**src/rtl/stack_return_unit_if.sv**
```systemverilog
// stack_return_unit_if: pipeline/memory-side bundle for the stack return unit.
//   master: memory stage / fetch / data-memory side (drives requests and read data)
//   slave : stack_return_unit (drives SP, memory read strobe and restored context)
interface stack_return_unit_if #(
    parameter int ADDR_W = 11
);
    logic              push_req;
    logic [ADDR_W-1:0] push_addr;
    logic              ret_start;
    logic              rti_start;
    logic              mem_rd_en;
    logic [ADDR_W-1:0] mem_addr;
    logic [15:0]       mem_rdata;
    logic              busy;
    logic [31:0]       pc_out;
    logic              pc_valid;
    logic [2:0]        flags_out;
    logic              flags_load;
    logic [ADDR_W-1:0] sp_out;
    logic              stack_empty;

    modport master (
        output push_req, ret_start, rti_start, mem_rdata,
        input  push_addr, mem_rd_en, mem_addr, busy, pc_out, pc_valid,
               flags_out, flags_load, sp_out, stack_empty
    );

    modport slave (
        input  push_req, ret_start, rti_start, mem_rdata,
        output push_addr, mem_rd_en, mem_addr, busy, pc_out, pc_valid,
               flags_out, flags_load, sp_out, stack_empty
    );
endinterface

```
**src/rtl/stack_return_unit.sv**
```systemverilog
// stack_return_unit: owns SP and pops the RET/RTI return context from data memory.
//   clk   : rising-edge clock
//   reset : asynchronous active-low reset
//   bus   : slave side of stack_return_unit_if (push, start pulses, memory read
//           port, stall, restored PC/flags, SP status)
module stack_return_unit #(
    parameter int                ADDR_W  = 11,
    parameter logic [ADDR_W-1:0] SP_INIT = 11'h7FF
) (
    input  logic                   clk,
    input  logic                   reset,
    stack_return_unit_if.slave     bus
);
    typedef enum logic [2:0] {IDLE, POP_F, POP_LO, POP_HI, FINISH} state_t;

    state_t            state;
    logic [ADDR_W-1:0] sp;
    logic [ADDR_W-1:0] sp_inc;
    logic              is_rti;
    logic [2:0]        flags_q;
    logic [15:0]       pc_lo;
    logic [31:0]       pc_q;
    logic [2:0]        flags_out_q;
    logic              pc_valid_q;
    logic              flags_load_q;

    assign sp_inc          = sp + ADDR_W'(1);
    assign bus.push_addr   = sp;
    assign bus.sp_out      = sp;
    assign bus.stack_empty = (sp == SP_INIT);
    assign bus.busy        = (state != IDLE);
    assign bus.mem_rd_en   = (state == POP_F) || (state == POP_LO) || (state == POP_HI);
    assign bus.mem_addr    = sp_inc;
    assign bus.pc_out      = pc_q;
    assign bus.pc_valid    = pc_valid_q;
    assign bus.flags_out   = flags_out_q;
    assign bus.flags_load  = flags_load_q;

    // Each POP state issues mem[SP+1] and captures the word issued by the
    // previous state, since data memory returns read data one cycle later.
    always_ff @(posedge clk or negedge reset) begin
        if (!reset) begin
            state        <= IDLE;
            sp           <= SP_INIT;
            is_rti       <= 1'b0;
            flags_q      <= '0;
            pc_lo        <= '0;
            pc_q         <= '0;
            flags_out_q  <= '0;
            pc_valid_q   <= 1'b0;
            flags_load_q <= 1'b0;
        end else begin
            pc_valid_q   <= 1'b0;
            flags_load_q <= 1'b0;
            case (state)
                IDLE: begin
                    if (bus.rti_start) begin
                        state  <= POP_F;
                        is_rti <= 1'b1;
                    end else if (bus.ret_start) begin
                        state  <= POP_LO;
                        is_rti <= 1'b0;
                    end else if (bus.push_req) begin
                        sp <= sp - ADDR_W'(1);
                    end
                end
                POP_F: begin
                    sp    <= sp_inc;
                    state <= POP_LO;
                end
                POP_LO: begin
                    sp    <= sp_inc;
                    state <= POP_HI;
                    if (is_rti) flags_q <= bus.mem_rdata[2:0];
                end
                POP_HI: begin
                    sp    <= sp_inc;
                    pc_lo <= bus.mem_rdata;
                    state <= FINISH;
                end
                FINISH: begin
                    pc_q       <= {bus.mem_rdata, pc_lo};
                    pc_valid_q <= 1'b1;
                    state      <= IDLE;
                    if (is_rti) begin
                        flags_out_q  <= flags_q;
                        flags_load_q <= 1'b1;
                    end
                end
                default: state <= IDLE;
            endcase
        end
    end
endmodule

```
**src/flat_wrapper.sv**
```systemverilog
// flat-port wrapper written by rule: the top's interface ports become plain ports
module stack_return_unit_flat 
#(
    parameter int                ADDR_W  = 11,
    parameter logic [ADDR_W-1:0] SP_INIT = 11'h7FF
)
  (clk, reset, bus_push_req, bus_ret_start, bus_rti_start, bus_mem_rdata, bus_push_addr, bus_mem_rd_en, bus_mem_addr, bus_busy, bus_pc_out, bus_pc_valid, bus_flags_out, bus_flags_load, bus_sp_out, bus_stack_empty);
  stack_return_unit_if #(.ADDR_W(ADDR_W)) bus_i ();
  input  logic clk;
  input  logic reset;
  input wire logic [$bits(bus_i.push_req)-1:0] bus_push_req;
  input wire logic [$bits(bus_i.ret_start)-1:0] bus_ret_start;
  input wire logic [$bits(bus_i.rti_start)-1:0] bus_rti_start;
  input wire logic [$bits(bus_i.mem_rdata)-1:0] bus_mem_rdata;
  output wire logic [$bits(bus_i.push_addr)-1:0] bus_push_addr;
  output wire logic [$bits(bus_i.mem_rd_en)-1:0] bus_mem_rd_en;
  output wire logic [$bits(bus_i.mem_addr)-1:0] bus_mem_addr;
  output wire logic [$bits(bus_i.busy)-1:0] bus_busy;
  output wire logic [$bits(bus_i.pc_out)-1:0] bus_pc_out;
  output wire logic [$bits(bus_i.pc_valid)-1:0] bus_pc_valid;
  output wire logic [$bits(bus_i.flags_out)-1:0] bus_flags_out;
  output wire logic [$bits(bus_i.flags_load)-1:0] bus_flags_load;
  output wire logic [$bits(bus_i.sp_out)-1:0] bus_sp_out;
  output wire logic [$bits(bus_i.stack_empty)-1:0] bus_stack_empty;
  assign bus_i.push_req = bus_push_req;
  assign bus_i.ret_start = bus_ret_start;
  assign bus_i.rti_start = bus_rti_start;
  assign bus_i.mem_rdata = bus_mem_rdata;
  assign bus_push_addr = bus_i.push_addr;
  assign bus_mem_rd_en = bus_i.mem_rd_en;
  assign bus_mem_addr = bus_i.mem_addr;
  assign bus_busy = bus_i.busy;
  assign bus_pc_out = bus_i.pc_out;
  assign bus_pc_valid = bus_i.pc_valid;
  assign bus_flags_out = bus_i.flags_out;
  assign bus_flags_load = bus_i.flags_load;
  assign bus_sp_out = bus_i.sp_out;
  assign bus_stack_empty = bus_i.stack_empty;
  stack_return_unit #(.ADDR_W(ADDR_W), .SP_INIT(SP_INIT)) u_core (.clk(clk), .reset(reset), .bus(bus_i));
endmodule
```
**config.mk**
```make
export PLATFORM = sky130hd
export DESIGN_NAME = stack_return_unit_flat
export DESIGN_NICKNAME = d
export VERILOG_FILES = /design/src/rtl/stack_return_unit_if.sv /design/src/rtl/stack_return_unit.sv /design/src/flat_wrapper.sv
export SDC_FILE = /design/constraint.sdc
export NUM_CORES = 1
export LEC_CHECK = 0
export BUFFER_PORTS_ARGS = -buffer_cell sky130_fd_sc_hd__buf_2
export CAP_MARGIN = 20
export CORE_MARGIN = 2
export CORE_UTILIZATION = 40
export DETAILED_ROUTE_END_ITERATION = 6
export GPL_ROUTABILITY_DRIVEN = 0
export PLACE_DENSITY_LB_ADDON = 0.25
export SLEW_MARGIN = 5
export SYNTH_ARGS = -nofsm -noshare
export SYNTH_HDL_FRONTEND = slang
export SYNTH_SLANG_ARGS = --single-unit
```
**constraint.sdc**
```tcl
create_clock -name clk -period 2.2 [get_ports clk]
set_input_delay 0.44 -clock clk [delete_from_list [all_inputs] [get_ports clk]]
set_output_delay 0.44 -clock clk [all_outputs]
set_load 0.005 [all_outputs]
```
==> results.txt, run 1 <==
Clock latency on the worst-skew pair = 340 ps
# IOs = 94
Setup violations, final = 0
Initial antenna violation count = 0
Internal power = 0.00385 W
Root Driver = clkbuf_8
Worst Setup End Kind = primary output
Ys async rst share = 100%
DRT iter0 DRCs = 114
Reg-to-Reg End = u_core.bus.push_addr[5]$_DFFE_PN1P_
First-pass GRT wire length = 10.6 mm
Leakage = 1.98 nW
Synth area leaders = dfrtp_1, mux2_2, dfstp_2
Via count = 2275
Tcrit/Tclk final = 98.9%
Top-area cell type share of the netlist area = 47.7%
Die ar. = 8590 sq um
TNS Setup = 0 ps
Commonest cells after routing, fill and taps aside = buf_2, dfrtp_1, nand2_1
Largest stage delay on the critical path = 630 ps
Grt total ovfl = 0
Syn Area/Cell = 11.7 sq um
CP arrival = 1740 ps
Final nets = 387
Initial core utilization = 40.9%
Post-synth cell types = 36
# hold bufs at CTS = 0
Critical path class = reg2out
Met3 wire len = 439 um
Number of flops mapped to enable cells by yosys = 0
# DRC = 0
PwrDens = 1490 nW/um^2
Layout Cells excl Fill = 471
Worst-path clk slew = 80 ps
Run status = finished clean
Antenna-violating nets left = 0
FF-to-FF setup slack = 360 ps
Mapped Cells = 269
Hpwl dp = 4.39 mm
Layout cells sized above 1 = 50.4%
Clock power share = 18.5%
DP Worst Slack = 232 ps
Hold Crit Class = in2async
# rows = 32
Core ar. = 7690 sq um
Clock Path Buffers = 2
M1 wire length = 2.99 mm
Met2 WL = 3.06 mm
YS warnings = 0
RSZ-0062 raised after global routing = true
Synth Cell Area = 3150 sq um
Register share of total power = 41.3%
Combinational Power Share = 40.2%
Pin count of the biggest net entering global routing = 72
Pins over their slew limit = 0
Die Wd = 92.7 um
Critical path fanouts, max = 7
Cells after DPL = 447
Synth-to-Final Area Change = 26.8%
Via density = 4.83
Final setup margin = 23.4 ps
Total GRT Usage = 16.0%
Multi-input combinational cell area = 1250 sq um
Fill count = 725
Clock tree from TritonCTS = done
Fmax = 459 MHz
WL final = 6.62 mm
Hold Vio Cnt, Final = 0
Largest area contributor in the netlist = dfrtp_1
Slew Limit Headroom = 64.6%
Syn Nets = 292
ANT cells = 0
Sequential cell area = 1790 sq um
Cell Chain, Critical Path = ha_4 -> nand2_2 -> nor3_2 -> xor2_1 -> buf_2
Drt first pass iters = 4
I/O Buffers = 93
Post-synthesis sequential area ratio = 56.9%
Sw power = 0.00207 W
Sw Share = 35.0%
Slew @ Worst Pin = 528 ps
Die Y = 92.7 um
Min cycle time layout = 2180 ps
DR WL/cell = 14.1 um
H-tree levels = 3
Dominant synthesized flop cell = dfrtp_1
R2r worst-path depth = 4
Clock buffer count from CTS = 9
Layout Skew = 9.03 ps
Vias in the first global route = 2077
VDD IR max = 0.000576 V
Highest Signal Layer = met4
Reg2reg start = u_core.state[2]$_DFFE_PN0P_
Kind of start point of the critical path = flip-flop
CP max-delay cell = dfstp_2
Synth Register Bits = 71
CP required = 1760 ps
Leading cell type in the layout, fill and taps excluded = buf_2
CTS sink cnt = 71
Max_cap viols = 0
## sequential cells by signal, summed over array words and instances, names as in the netlist
| register | cells |
|---|---|
| u_core.flags_q | 3 |
| u_core.state | 3 |
| u_core.bus.push_addr | 11 |
| u_core.bus.pc_out | 32 |
| u_core.bus.flags_load | 1 |
| u_core.bus.flags_out | 3 |
| u_core.pc_lo | 16 |
| u_core.is_rti | 1 |
| u_core.bus.pc_valid | 1 |
## Yosys cell counts, types with 3 or more instances
master and number:
dfrtp_1 60, nand2_1 60, mux2_2 40, xor2_1 12, buf_4 11, dfstp_2 11, nor2_1 7, xnor2_1 7
buf_2 6, nor3_1 6, clkbuf_1 5, inv_1 5, nand3_1 5, or3_1 5, o21ai_0 3
## cell type report
class	count	share of cell area, %
repair buffers	106	14.7
multi-input cells	169	31.2
clock buffers	14	4.33
well taps	102	3.20
clock inverters	2	0.941
flip-flops and latches	71	44.9
inverters	7	0.659
## critical path, delay by kind of cell (launching register included)
kind	cells	cell delay [ps]
simple gates	2	220
xor+xnor	1	210
fa+ha+maj	1	190
buf+inv	1	150
flops	1	630
## timing repair
action	CTS	global route
buffers inserted	2	6
resized for setup	6	3
hold endpoints to repair	0	0
endpoints found under the setup margin	6	6
pin swaps	2	3
## worst max path at each step
stage	from	endpoint
2_1_floorplan	u_core.bus.push_addr[2]$_DFFE_PN1P_	bus_mem_addr[9]
6_report	u_core.bus.push_addr[0]$_DFFE_PN1P_	bus_mem_addr[8]
3_5_place_dp	u_core.bus.push_addr[0]$_DFFE_PN1P_	bus_mem_addr[8]
4_1_cts	u_core.bus.push_addr[0]$_DFFE_PN1P_	bus_mem_addr[8]
5_1_grt	u_core.bus.push_addr[0]$_DFFE_PN1P_	bus_mem_addr[8]
3_3_place_gp	u_core.bus.push_addr[0]$_DFFE_PN1P_	bus_mem_addr[10]
## per-layer routing
metal  track usage (%)  up-vias
met3              4.48       10
met2              23.1       73
met4              8.09        0
li1                  -     1080
met5                 0        -
met1              22.0     1112
## cell families after synthesis
| kind of cell | count (synthesis) | synth area share [%] |
|---|---|---|
| AOI/OAI and AO/OA | 11 | 3.22 |
| buffers and inverters | 29 | 5.01 |
| xor gates and xnor gates | 19 | 5.29 |
| muxes | 41 | 14.6 |
| DFF | 71 | 56.9 |
| adders and majority gates | 2 | 0.795 |
| and+or+nand+nor | 96 | 14.1 |
## stage by stage
step	hold WS (ps)	area, sq um	utilization (%)	total power (W)
2_1_floorplan	144	3150	-	0.00385
3_3_place_gp	454	3680	47.8	0.00469
3_5_place_dp	461	3680	47.8	0.00476
4_1_cts	127	3930	51.2	0.00593
5_1_grt	148	3990	51.9	0.00637
6_report	115	3990	51.9	0.00593
## power groups by stage
stage,Sequential [W],Clock [W],Combinational [W]
6_report,0.00245,0.00109,0.00239
5_1_grt,0.00255,0.00119,0.00264
4_1_cts,0.00246,0.00112,0.00234
3_5_place_dp,0.00252,0,0.00224
3_3_place_gp,0.00247,0,0.00222
2_1_floorplan,0.00236,0,0.00149
No activity file was read; power rests on OpenSTA's default activity.
==> run 2, diff against run 1 <==
BUFFER_PORTS_ARGS = -buffer_cell sky130_fd_sc_hd__buf_4   (was -buffer_cell sky130_fd_sc_hd__buf_2)
==> results.txt, run 2 (same netlist as run 1, synthesis figures left out) <==
Min cycle time layout = 2180 ps (+0.374 ps)
Die ar. = 8590 sq um (unchanged)
CTS sink cnt = 71 (unchanged)
H-tree levels = 3 (unchanged)
WL final = 6.63 mm (+0.18%)
Layout cells sized above 1 = 49.5% (-0.95 points)
Cells after DPL = 447 (unchanged)
Largest register FFs = 32 (unchanged)
Via count = 2234 (-1.8%)
Commonest cells after routing, fill and taps aside = buf_4, nand2_1, dfrtp_1
Clock buffer count from CTS = 9 (unchanged)
Layout Skew = 8.68 ps (-0.347 ps)
Tcrit/Tclk final = 99.0% (about the same)
Synth-to-Final Area Change = 33.7%
# rows = 32 (unchanged)
Antenna-violating nets left = 0 (unchanged)
Slew Limit Headroom = 62.6% (-1.9 points)
Layout Cells excl Fill = 470 (-0.21%)
Hold Crit Class = in2async
Worst Setup End Kind = primary output
Pin count of the biggest net entering global routing = 39 (-46%)
Largest stage delay on the critical path = 610 ps (-20 ps)
Post-DP Area = 3910 sq um (+6.3%)
CP arrival = 1740 ps (about the same)
# hold bufs at CTS = 0 (unchanged)
Initial antenna violation count = 0 (unchanged)
DRT iter0 DRCs = 60 (-47%)
Slew @ Worst Pin = 557 ps (+28.8 ps)
Hold Vio Cnt, Final = 0 (unchanged)
Total GRT Usage = 16.6% (+0.65 points)
Final nets = 386 (-0.26%)
Final setup margin = 23.0 ps (-0.374 ps)
Core ar. = 7690 sq um (unchanged)
Run status = finished clean
Via density = 4.75 (-1.6%)
Initial core utilization = 40.9% (unchanged)
Finished Core Util = 54.7% (+2.8 points)
Final instance area = 4200 sq um (+5.4%)
Critical path class = reg2out
Leading cell type in the layout, fill and taps excluded = buf_4
Clock latency on the worst-skew pair = 340 ps (about the same)
Root Driver = clkbuf_8
First-pass GRT wire length = 11.1 mm (+4.2%)
Kind of start point of the critical path = flip-flop
Max_cap viols = 0 (unchanged)
# DRC = 0 (unchanged)
Drt first pass iters = 3 (-1)
Pins over their slew limit = 0 (unchanged)
Leakage = 2.05 nW (+3.5%)
Fill count = 707 (-2.5%)
Vias in the first global route = 2270 (+9.3%)
CP max-delay cell = dfstp_2
Clock tree from TritonCTS = done
Critical path fanouts, max = 8 (+1)
Grt total ovfl = 0 (unchanged)
Multi-input combinational cell area = 1260 sq um (+1.4%)
CP required = 1760 ps (about the same)
Sequential cell area = 1790 sq um (unchanged)
Crit-path leading delay family = flip-flops
DP Worst Slack = 217 ps (-15.3 ps)
Bufs and invs on worst path = 2 (+1)
Die Wd = 92.7 um (unchanged)
PwrDens = 1480 nW/um^2 (-0.68%)
I/O Buffers = 93 (unchanged)
Fmax = 459 MHz (about the same)
DR WL/cell = 14.1 um (+0.39%)
Setup violations, final = 0 (unchanged)
Clock Path Buffers = 2 (unchanged)
Die Y = 92.7 um (unchanged)
Total power = 0.00620 W (+4.7%)
Top cell by count, worst path = buf_4
Cell Chain, Critical Path = nand4_1 -> buf_4 -> nor3_4 -> xor2_1 -> buf_4
RSZ-0062 raised after global routing = true
FF-to-FF setup slack = 380 ps (+20 ps)
Hpwl dp = 4.55 mm (+3.6%)
ANT cells = 0 (unchanged)
# IOs = 94 (unchanged)
Worst-path clk slew = 70 ps (about the same)
VDD IR max = 0.000709 V (+23%)
run 2: stage by stage:
stage               setup TNS, ps  hold slack (ps)
finish                          0             56.8
global route                 -177             82.9
CTS                             0             53.6
detailed placement              0              426
global placement                0              429
floorplan                       0              144
run 2: layer usage:
| metal | vias to the layer above | wire length (um) | global-route usage [%] |
|---|---|---|---|
| li1 | 1075 | - | - |
| met1 | 1088 | 2910 | 20.9 |
| met2 | 63 | 3110 | 25.5 |
| met3 | 8 | 507 | 6.35 |
| met4 | 0 | 96 | 7.48 |
| met5 | - | 0 | 0 |
run 2: cell type report:
class | count | share of cell area [%]
Tap cell | 102 | 3.04
Inverter | 7 | 0.625
Sequential cell | 71 | 42.6
Clock buffer | 13 | 3.30
Clock inverter | 3 | 1.04
Timing Repair Buffer | 105 | 19.3
Multi-Input combinational cell | 169 | 30.1
run 2: path summary, 6_finish.rpt:
kind                                                startpoint                             endpoint  depth (start not counted)
max in group asynchronous                                reset  u_core.bus.push_addr[4]$_DFFE_PN1P_                          2
min in group clk                              bus_mem_rdata[3]          u_core.pc_lo[3]$_DFFE_PN0P_                          3
min reg2reg                        u_core.pc_lo[1]$_DFFE_PN0P_          u_core.pc_lo[1]$_DFFE_PN0P_                          2
max reg2reg                        u_core.state[2]$_DFFE_PN0P_  u_core.bus.push_addr[5]$_DFFE_PN1P_                          4
max                        u_core.bus.push_addr[5]$_DFFE_PN1P_                     bus_mem_addr[10]                          5
min                                                      reset     u_core.bus.pc_out[7]$_DFFE_PN0P_                          1
run 2: where the power goes:
group / internal [W] / total, W / switching (W)
Combinational: 0.00158 / 0.00277 / 0.00119
Clock: 0.000526 / 0.000993 / 0.000466
Sequential: 0.00199 / 0.00244 / 0.000454
Total: 0.00409 / 0.00620 / 0.00211
run 2: timing repair:
item / 4_1_cts / 5_1_grt
gates resized for setup: 6 / 5
endpoints found under the setup margin: 6 / 6
setup buffers: 5 / 2
gates cloned: 0 / 0
pin swaps: 1 / 4
hold endpoints to repair: 0 / 0
